<file path="src/rtl/hyperbus_w2phy.sv">
// Write-direction splitter: breaks buffered AXI W beats into PHY-width words
// with per-byte masks for narrow, unaligned and full-width bursts.
module hyperbus_w2phy #(
  parameter int AxiDataWidth = 64,
  parameter int NumPhys      = 2,
  parameter int BurstLength  = 8,
  parameter int AddrWidth    = $clog2(AxiDataWidth/8)
) (
  input  logic                      clk_i,
  input  logic                      rst_i,
  input  logic                      trans_handshake_i,
  input  logic                      is_a_write_i,
  input  logic [AddrWidth-1:0]      start_addr_i,
  input  logic [2:0]                size_i,
  input  logic [BurstLength-1:0]    burst_len_i,
  input  logic                      axi_valid_i,
  output logic                      axi_ready_o,
  input  logic [AxiDataWidth-1:0]   axi_data_i,
  input  logic [AxiDataWidth/8-1:0] axi_strb_i,
  input  logic                      axi_last_i,
  output logic                      phy_valid_o,
  input  logic                      phy_ready_i,
  output logic [16*NumPhys-1:0]     phy_data_o,
  output logic [2*NumPhys-1:0]      phy_mask_o,
  output logic                      phy_last_o,
  output logic                      len_error_o
);

  localparam int PhyWidth     = 16*NumPhys;
  localparam int NumPhyBytes  = 2*NumPhys;
  localparam int BusBytes     = AxiDataWidth/8;
  localparam int WordsPerBeat = BusBytes/NumPhyBytes;
  localparam int NpbLog       = $clog2(NumPhyBytes);
  localparam int IdxW         = (WordsPerBeat > 1) ? $clog2(WordsPerBeat) : 1;

  typedef enum logic [1:0] {
    IDLE     = 2'd0,
    WAIT_AXI = 2'd1,
    EMIT     = 2'd2
  } state_e;

  state_e                    state_r, state_s;
  logic [2:0]                size_r;
  logic [BurstLength-1:0]    len_r;
  logic [BurstLength-1:0]    beat_cnt_r;
  logic [AddrWidth-1:0]      byte_addr_r;
  logic [AxiDataWidth-1:0]   data_buf_r;
  logic [BusBytes-1:0]       strb_buf_r;
  logic                      last_buf_r;
  logic [IdxW-1:0]           word_idx_r;
  logic                      len_error_r;

  logic [AddrWidth-1:0]      aligned_s;
  logic [AddrWidth:0]        beat_bytes_s;
  logic [AddrWidth:0]        win_end_s;
  logic [IdxW-1:0]           first_idx_s;
  logic [IdxW-1:0]           last_idx_s;
  logic                      final_word_s;
  logic [AddrWidth-1:0]      next_addr_s;
  logic [NumPhyBytes-1:0]    lane_mask_s;
  logic [AddrWidth:0]        lane_s;
  logic                      emit_s;

  // Beat window geometry derived from the current lane and size.
  always_comb begin
    aligned_s    = (byte_addr_r >> size_r) << size_r;
    beat_bytes_s = {{AddrWidth{1'b0}}, 1'b1} << size_r;
    win_end_s    = {1'b0, aligned_s} + beat_bytes_s;
    first_idx_s  = IdxW'(byte_addr_r >> NpbLog);
    last_idx_s   = IdxW'((win_end_s - {{AddrWidth{1'b0}}, 1'b1}) >> NpbLog);
    final_word_s = (word_idx_r == last_idx_s);
    // Truncation wraps the lane back to the start of the bus word.
    next_addr_s  = AddrWidth'(win_end_s);
  end

  // Per-byte in-window mask for the word currently presented.
  always_comb begin
    lane_mask_s = {NumPhyBytes{1'b0}};
    lane_s      = {(AddrWidth+1){1'b0}};
    for (int j = 0; j < NumPhyBytes; j++) begin
      lane_s         = (AddrWidth+1)'(int'(word_idx_r) * NumPhyBytes + j);
      lane_mask_s[j] = (lane_s >= {1'b0, byte_addr_r}) && (lane_s < win_end_s);
    end
  end

  // State register.
  always_ff @(posedge clk_i or posedge rst_i) begin
    if (rst_i) begin
      state_r <= IDLE;
    end else begin
      state_r <= state_s;
    end
  end

  // Next-state logic.
  always_comb begin
    state_s = state_r;
    case (state_r)
      IDLE: begin
        if (trans_handshake_i && is_a_write_i) state_s = WAIT_AXI;
        else                                   state_s = IDLE;
      end
      WAIT_AXI: begin
        if (axi_valid_i) state_s = EMIT;
        else             state_s = WAIT_AXI;
      end
      EMIT: begin
        if (phy_ready_i && final_word_s) state_s = last_buf_r ? IDLE : WAIT_AXI;
        else                             state_s = EMIT;
      end
      default: state_s = IDLE;
    endcase
  end

  // Transaction context, beat buffer and word/beat counters.
  always_ff @(posedge clk_i or posedge rst_i) begin
    if (rst_i) begin
      size_r      <= 3'd0;
      len_r       <= {BurstLength{1'b0}};
      beat_cnt_r  <= {BurstLength{1'b0}};
      byte_addr_r <= {AddrWidth{1'b0}};
      data_buf_r  <= {AxiDataWidth{1'b0}};
      strb_buf_r  <= {BusBytes{1'b0}};
      last_buf_r  <= 1'b0;
      word_idx_r  <= {IdxW{1'b0}};
      len_error_r <= 1'b0;
    end else begin
      len_error_r <= 1'b0;
      case (state_r)
        IDLE: begin
          if (trans_handshake_i && is_a_write_i) begin
            size_r      <= size_i;
            len_r       <= burst_len_i;
            byte_addr_r <= start_addr_i;
            beat_cnt_r  <= {BurstLength{1'b0}};
          end
        end
        WAIT_AXI: begin
          if (axi_valid_i) begin
            data_buf_r  <= axi_data_i;
            strb_buf_r  <= axi_strb_i;
            last_buf_r  <= axi_last_i;
            word_idx_r  <= first_idx_s;
            len_error_r <= axi_last_i ? (beat_cnt_r != len_r) : (beat_cnt_r == len_r);
          end
        end
        EMIT: begin
          if (phy_ready_i) begin
            if (final_word_s) begin
              byte_addr_r <= next_addr_s;
              beat_cnt_r  <= beat_cnt_r + BurstLength'(1);
            end else begin
              word_idx_r  <= word_idx_r + IdxW'(1);
            end
          end
        end
        default: begin
          last_buf_r <= 1'b0;
        end
      endcase
    end
  end

  assign emit_s      = (state_r == EMIT);
  assign axi_ready_o = (state_r == WAIT_AXI);
  assign phy_valid_o = emit_s;
  assign phy_data_o  = emit_s ? data_buf_r[int'(word_idx_r)*PhyWidth +: PhyWidth]
                              : {PhyWidth{1'b0}};
  assign phy_mask_o  = emit_s ? (strb_buf_r[int'(word_idx_r)*NumPhyBytes +: NumPhyBytes] & lane_mask_s)
                              : {NumPhyBytes{1'b0}};
  assign phy_last_o  = emit_s & last_buf_r & final_word_s;
  assign len_error_o = len_error_r;

endmodule

</file>
<file path="config.mk">
export PLATFORM = sky130hd
export DESIGN_NAME = hyperbus_w2phy
export DESIGN_NICKNAME = d
export VERILOG_FILES = /design/src/rtl/hyperbus_w2phy.sv
export SDC_FILE = /design/constraint.sdc
export NUM_CORES = 1
export LEC_CHECK = 0
export BUFFER_PORTS_ARGS = -buffer_cell sky130_fd_sc_hd__buf_2
export CAP_MARGIN = 20
export CORE_UTILIZATION = 40
export CTS_BUF_LIST = sky130_fd_sc_hd__clkbuf_4 sky130_fd_sc_hd__clkbuf_8
export CTS_CLUSTER_DIAMETER = 30
export CTS_CLUSTER_SIZE = 28
export DETAILED_ROUTE_END_ITERATION = 7
export PLACE_DENSITY_LB_ADDON = 0.1
export SLEW_MARGIN = 20
export SYNTH_ARGS = -nofsm -noshare
export SYNTH_HDL_FRONTEND = slang
export SYNTH_SLANG_ARGS = --single-unit
</file>
<file path="constraint.sdc">
create_clock -name clk_i -period 5.04 [get_ports clk_i]
set_input_delay 0.252 -clock clk_i [delete_from_list [all_inputs] [get_ports clk_i]]
set_output_delay 0.252 -clock clk_i [all_outputs]
set_load 0.02 [all_outputs]
</file>
; Yosys cells after proc, flatten, opt, wreduce, memory -nomap -nowiden
; Index checks and enable logic that the tools add are counted.
[word_totals]
reg_bits = 99
input_bits = 93
out_inout_bits = 40
elab_cells = 83
[classes]
add_sub_neg = 7
order_cmp = 8
eq_ne = 10
n_shift = 5
muxes = 24
bitwise = 4
n_reduce_logical = 15
[op_table]
columns = operator, count
row1 = 64-bit by 7-bit indexed part select with 32-bit output, 1
row2 = 32-bit two-way mux, 1
row3 = 8-bit two-way mux, 3
row4 = 8-bit one-hot mux with 2 select lines, 1
row5 = 4-bit by 3-bit greater-or-equal comparator with 1-bit output, 3
row6 = 4-bit less-than comparator, 3
row7 = "2-bit inequality test, second input constant", 5
row8 = 1-bit two-way mux, 9
row9 = 3-bit two-way mux, 3
row10 = "3-bit by 2-bit adder with 4-bit output, second input constant", 2
row11 = "8-bit by 1-bit adder with 8-bit output, second input constant", 1
row12 = 8-bit equality test, 1
row13 = 8-bit inequality test, 1
row14 = 4-bit AND reduction, 2
row15 = 8-bit by 4-bit indexed part select with 4-bit output, 1
row16 = 1-bit logical AND, 6
row17 = 2-bit one-hot mux with 3 select lines, 1
row18 = 3-bit one-hot mux with 2 select lines, 1
row19 = 2-bit AND reduction, 3
row20 = "3-bit by 1-bit adder with 4-bit output, second input constant", 1
row21 = 3-bit by 4-bit adder with 4-bit output, 1
row22 = 4-bit AND, 1
row23 = 3-bit by 4-bit less-than comparator with 1-bit output, 1
row24 = 2-bit two-way mux, 2
row25 = 16 further kinds, 19

; Logic depth before layout (Yosys ltp)
[depth]
word_depth = 8
ltp_mapped = 10

; Least setup slack after synthesis
; Ideal clock, no wire load.
[synth_timing]
path_type = register to output
start = reg size_r[2]
end = out phy_mask_o[2]
arrival_time_ns = 3.224
slack_ns = 1.564
path_stages_with_launch = 10
cell_sequence = dfrtp_1 > nor3_1 > and2_1 > ha_1 > inv_1 > fa_1 > xnor2_4 > ha_1 > a21o_1 > a2111oi_0
[synth_via]
elab_chain_len = 7
word_cells_on_any_way = 8
classes_between = add/sub: 1 / order compare: 1 / shift: 3 / mux: 1 / bitwise: 1 / reduce/logical: 1
[synth_rtl]
columns = item, line_no
row1 = "start, declared", 43  ; logic [2:0] size_r;
row2 = "start signal, assigned", 132  ; size_r <= size_i;
row3 = 3-bit by 3-bit right shift with 3-bit output, 66  ; aligned_s = (byte_addr_r >> size_r) << size_r;
row4 = 3-bit by 3-bit << shifter with 3-bit output, 66
row5 = 3-bit by 4-bit adder with 4-bit output *, 68  ; win_end_s = {1'b0, aligned_s} + beat_bytes_s;
row6 = 4-bit less-than comparator *, 82  ; lane_mask_s[j] = (lane_s >= {1'b0, byte_addr_r}) && (lane_s < win_end_s);
row7 = 1-bit logical AND *, 82
row8 = 4-bit AND *, 169  ; assign phy_mask_o = emit_s ? (strb_buf_r[int'(word_idx_r)*NumPhyBytes +: NumPhyBytes] & lane_mask_s)
row9 = 4-bit two-way mux *, 169
row10 = "end, declared", 24  ; output logic [2*NumPhys-1:0] phy_mask_o,
; Every way passes the cells marked *; elsewhere a longest branch is shown, timed or not.

; Worst setup path in the final report
[layout_timing]
start = reg size_r[2]
end = out phy_mask_o[0]
[layout_via]
elab_chain_len = 7
word_cells_on_any_way = 8
classes_between = add/sub: 1 / order compare: 1 / shift: 3 / mux: 1 / bitwise: 1 / reduce/logical: 1
[layout_rtl]
columns = item, line_no
row1 = 3-bit by 3-bit right shift with 3-bit output, 66
row2 = 3-bit by 3-bit << shifter with 3-bit output, 66
row3 = 3-bit by 4-bit adder with 4-bit output *, 68
row4 = 3-bit by 4-bit less-than comparator with 1-bit output *, 82
row5 = 1-bit logical AND *, 82
row6 = 4-bit AND *, 169
row7 = 4-bit two-way mux *, 169
; Marks and branches as above.

==> flow_summary.ini <==
[status]
outcome = complete, but fails checks
violations = hold timing

[clocking]
cts_made_buffers = 9
clkSinkCount = 99
htree_levels = 3
cts_tree = done
worstSkewPairLatency_ns = 0.37
cts_hold_buf = 0
post_cts_buffers = 0
post_cts_resized = 0
clkTransAtPathRegs_ns = 0.10
clk_path_buf_depth = 2
cts_root_buffer = clkbuf_8

[pwr]
power.density_nw_per_um2 = 623
fin_total_pwr_mw = 3.69
leakagePower_nw = 2.97
vdd_drop_max_mv = 0.241

[synthesis]
synth_nets = 524
synth_seq_cells = 99
synth_ff_type = dfrtp_1
synth_cells = 422
yosys.area.top_type_share_pct = 50.6
yosys_warnings = 0
synth-seq-area-share_pct = 50.6
synthTopCellsByArea = dfrtp_1, mux2_2, mux2i_1
synthArstFlopShare_pct = 100
syn_area_per_cell_um2 = 11.6
synth-edff-count = 0
yosys.cell_types.count = 47
syn-cell-area_um2 = 4900
yosysTopAreaCell = dfrtp_1

[global_route]
grt_overflow_total = 0
grt_pass1_vias = 3588
grt_pass1_wl_mm = 17.6
antenna_found_initial = 0
grtUsageTotal_pct = 17.9
grt_max_degree = 78

[worst_setup_path]
crit_path_start_kind = flop
cp_max_fo = 7
crit_required_ns = 4.79
crit_arrival_ns = 3.31
worstSetupPathType = reg2out
critPathCaptureType = primary output

[floorplan]
core.rowCount = 40
start_util_pct = 41.0
dieArea_um2 = 12700
die_h_um = 113
io_pins = 133
coreArea_um2 = 12000
die_w_um = 113

[detailed_routing]
vias_per_cell = 5.03
drc = 0
first_pass_iters = 4
drtIter0Drc = 96
dr_wl_met2_mm = 5.07
vias = 3518
top_layer_used = met4
post_drt_wl_per_cell_um = 15.3
wl_met1_mm = 4.75
drt-total-wl_mm = 10.7
ant_nets = 0
wl_met3_um = 708

[job]
maxCapViolCount = 0

[finish]
multiInputGateArea_um2 = 2300
drive_above_1_share_pct = 42.2
layout_commonest_cell = buf_2
num-fill-cells = 1123
seqCellArea_um2 = 2480
area_delta_synth_final_pct = 20.9
fin_nets = 649
final_cell_mix = buf_2, dfrtp_1, mux2_2, nand2_1, mux2i_1
diodes = 0

[sta]
setup_violations = 0
period_minus_slack_ns = 3.56
fmax_mhz = 281
finalMaxSlewViolations = 0
timing_worst_slew_pin_value_ns = 1.03
rsz0062_at_grt = no
slew_headroom_pct = 31.0
hold_viol_final = 8
setup_tns_ns = 0
post-route-period-util_pct = 70.6
whs_ns = -0.00973
skew_ns = 0.0104

[place]
post-dp-hpwl_mm = 7.22
place_congestion = 0.770
numPortBuffers = 132

[min_path]
hp-class = in2async
[metrics by stage]
stage	util (%)	cells	worst slack (ns)	area, um^2
floorplan	-	422	1.56	4900
global placement	47.6	683	1.97	5690
detailed placement	47.6	683	1.90	5690
CTS	49.5	699	1.48	5920
global route	49.5	699	1.24	5920
finish	49.5	699	1.48	5920
[cell usage after synthesis (2+ instances only)]
cell / instances
a2111oi_0: 3
a211o_1: 2
a211oi_1: 2
a21o_1: 4
a21oi_1: 5
and4_1: 2
buf_1: 9
buf_2: 5
clkbuf_1: 7
dfrtp_1: 99
ha_1: 8
inv_1: 13
mux2_2: 73
mux2i_1: 42
nand2_1: 50
nand2b_1: 3
nand3_1: 7
nand4_1: 3
nor2_1: 39
nor2b_1: 4
nor3_1: 3
nor3b_1: 2
o21ai_0: 3
o31ai_1: 2
or2_2: 2
xnor2_1: 8
xnor3_1: 2
[critical path: stages, from the launching register on]
cell,delay (ns)
dfrtp_1,0.45
nor3_1,0.24
and2_1,0.16
ha_1,0.16
inv_1,0.05
fa_1,0.44
xnor2_4,0.28
ha_1,0.29
nand2_1,0.10
o21bai_1,0.07
a2111oi_0,0.45
buf_2,0.25
[kinds of logic (layout without fill, tap and decap cells)]
kind of cell | count (synthesis) | after routing | share of synthesized area (%)
compound gates | 31 | 31 | 4.57
xor+xnor | 12 | 12 | 3.09
fa+ha+maj | 9 | 9 | 2.45
buf+inv | 34 | 164 | 2.73
flops | 99 | 99 | 50.6
mux | 115 | 115 | 25.4
simple gates | 122 | 122 | 11.2
[final timing paths]
kind / end / depth (start not counted) / startpoint / slack (ns)
setup / recovery: phy_mask_o[0] / 11 / size_r[2]$_DFFE_PP0P_ / 1.48
hold / removal: data_buf_r[1]$_DFFE_PP0P_ / 2 / rst_i / -0.01
setup reg to reg: byte_addr_r[0]$_DFFE_PP0P_ / 9 / size_r[2]$_DFFE_PP0P_ / 1.93
hold reg to reg: state_r[0]$_DFF_PP0_ / 1 / last_buf_r$_DFFE_PP0P_ / 0.50
min in group clk_i: len_r[3]$_DFFE_PP0P_ / 3 / burst_len_i[3] / 0.07
max in group asynchronous: word_idx_r$_DFFE_PP0P_ / 3 / rst_i / 3.99
[layout make-up]
type                    instances  share of cell area [%]
clock buffers                  12                    2.58
clock inverters                 4                    1.25
inverters                      13                   0.866
multi-input cells             289                    38.8
flip-flops and latches         99                    41.9
well taps                     147                    3.11
repair buffers                135                    11.5
[flip-flops by register name (all words and copies together), names as in the netlist]
| register | count |
|---|---|
| size_r | 3 |
| last_buf_r | 1 |
| len_error_o | 1 |
| beat_cnt_r | 8 |
| word_idx_r | 1 |
| strb_buf_r | 8 |
| state_r | 2 |
| data_buf_r | 64 |
| byte_addr_r | 3 |
| len_r | 8 |
[metal layers]
metal	vias to the layer above	GRT usage (%)
met3	11	5.67
met2	91	28.2
li1	1710	-
met4	0	7.47
met5	-	0
met1	1706	22.9
[power breakdown]
group	switching, mW	internal (mW)	leakage [nW]	total [mW]
Sequential	0.221	1.17	1.20	1.39
Clock	0.272	0.306	0.118	0.578
Combinational	0.890	0.826	1.65	1.72
No activity file was read; power rests on OpenSTA's default activity.
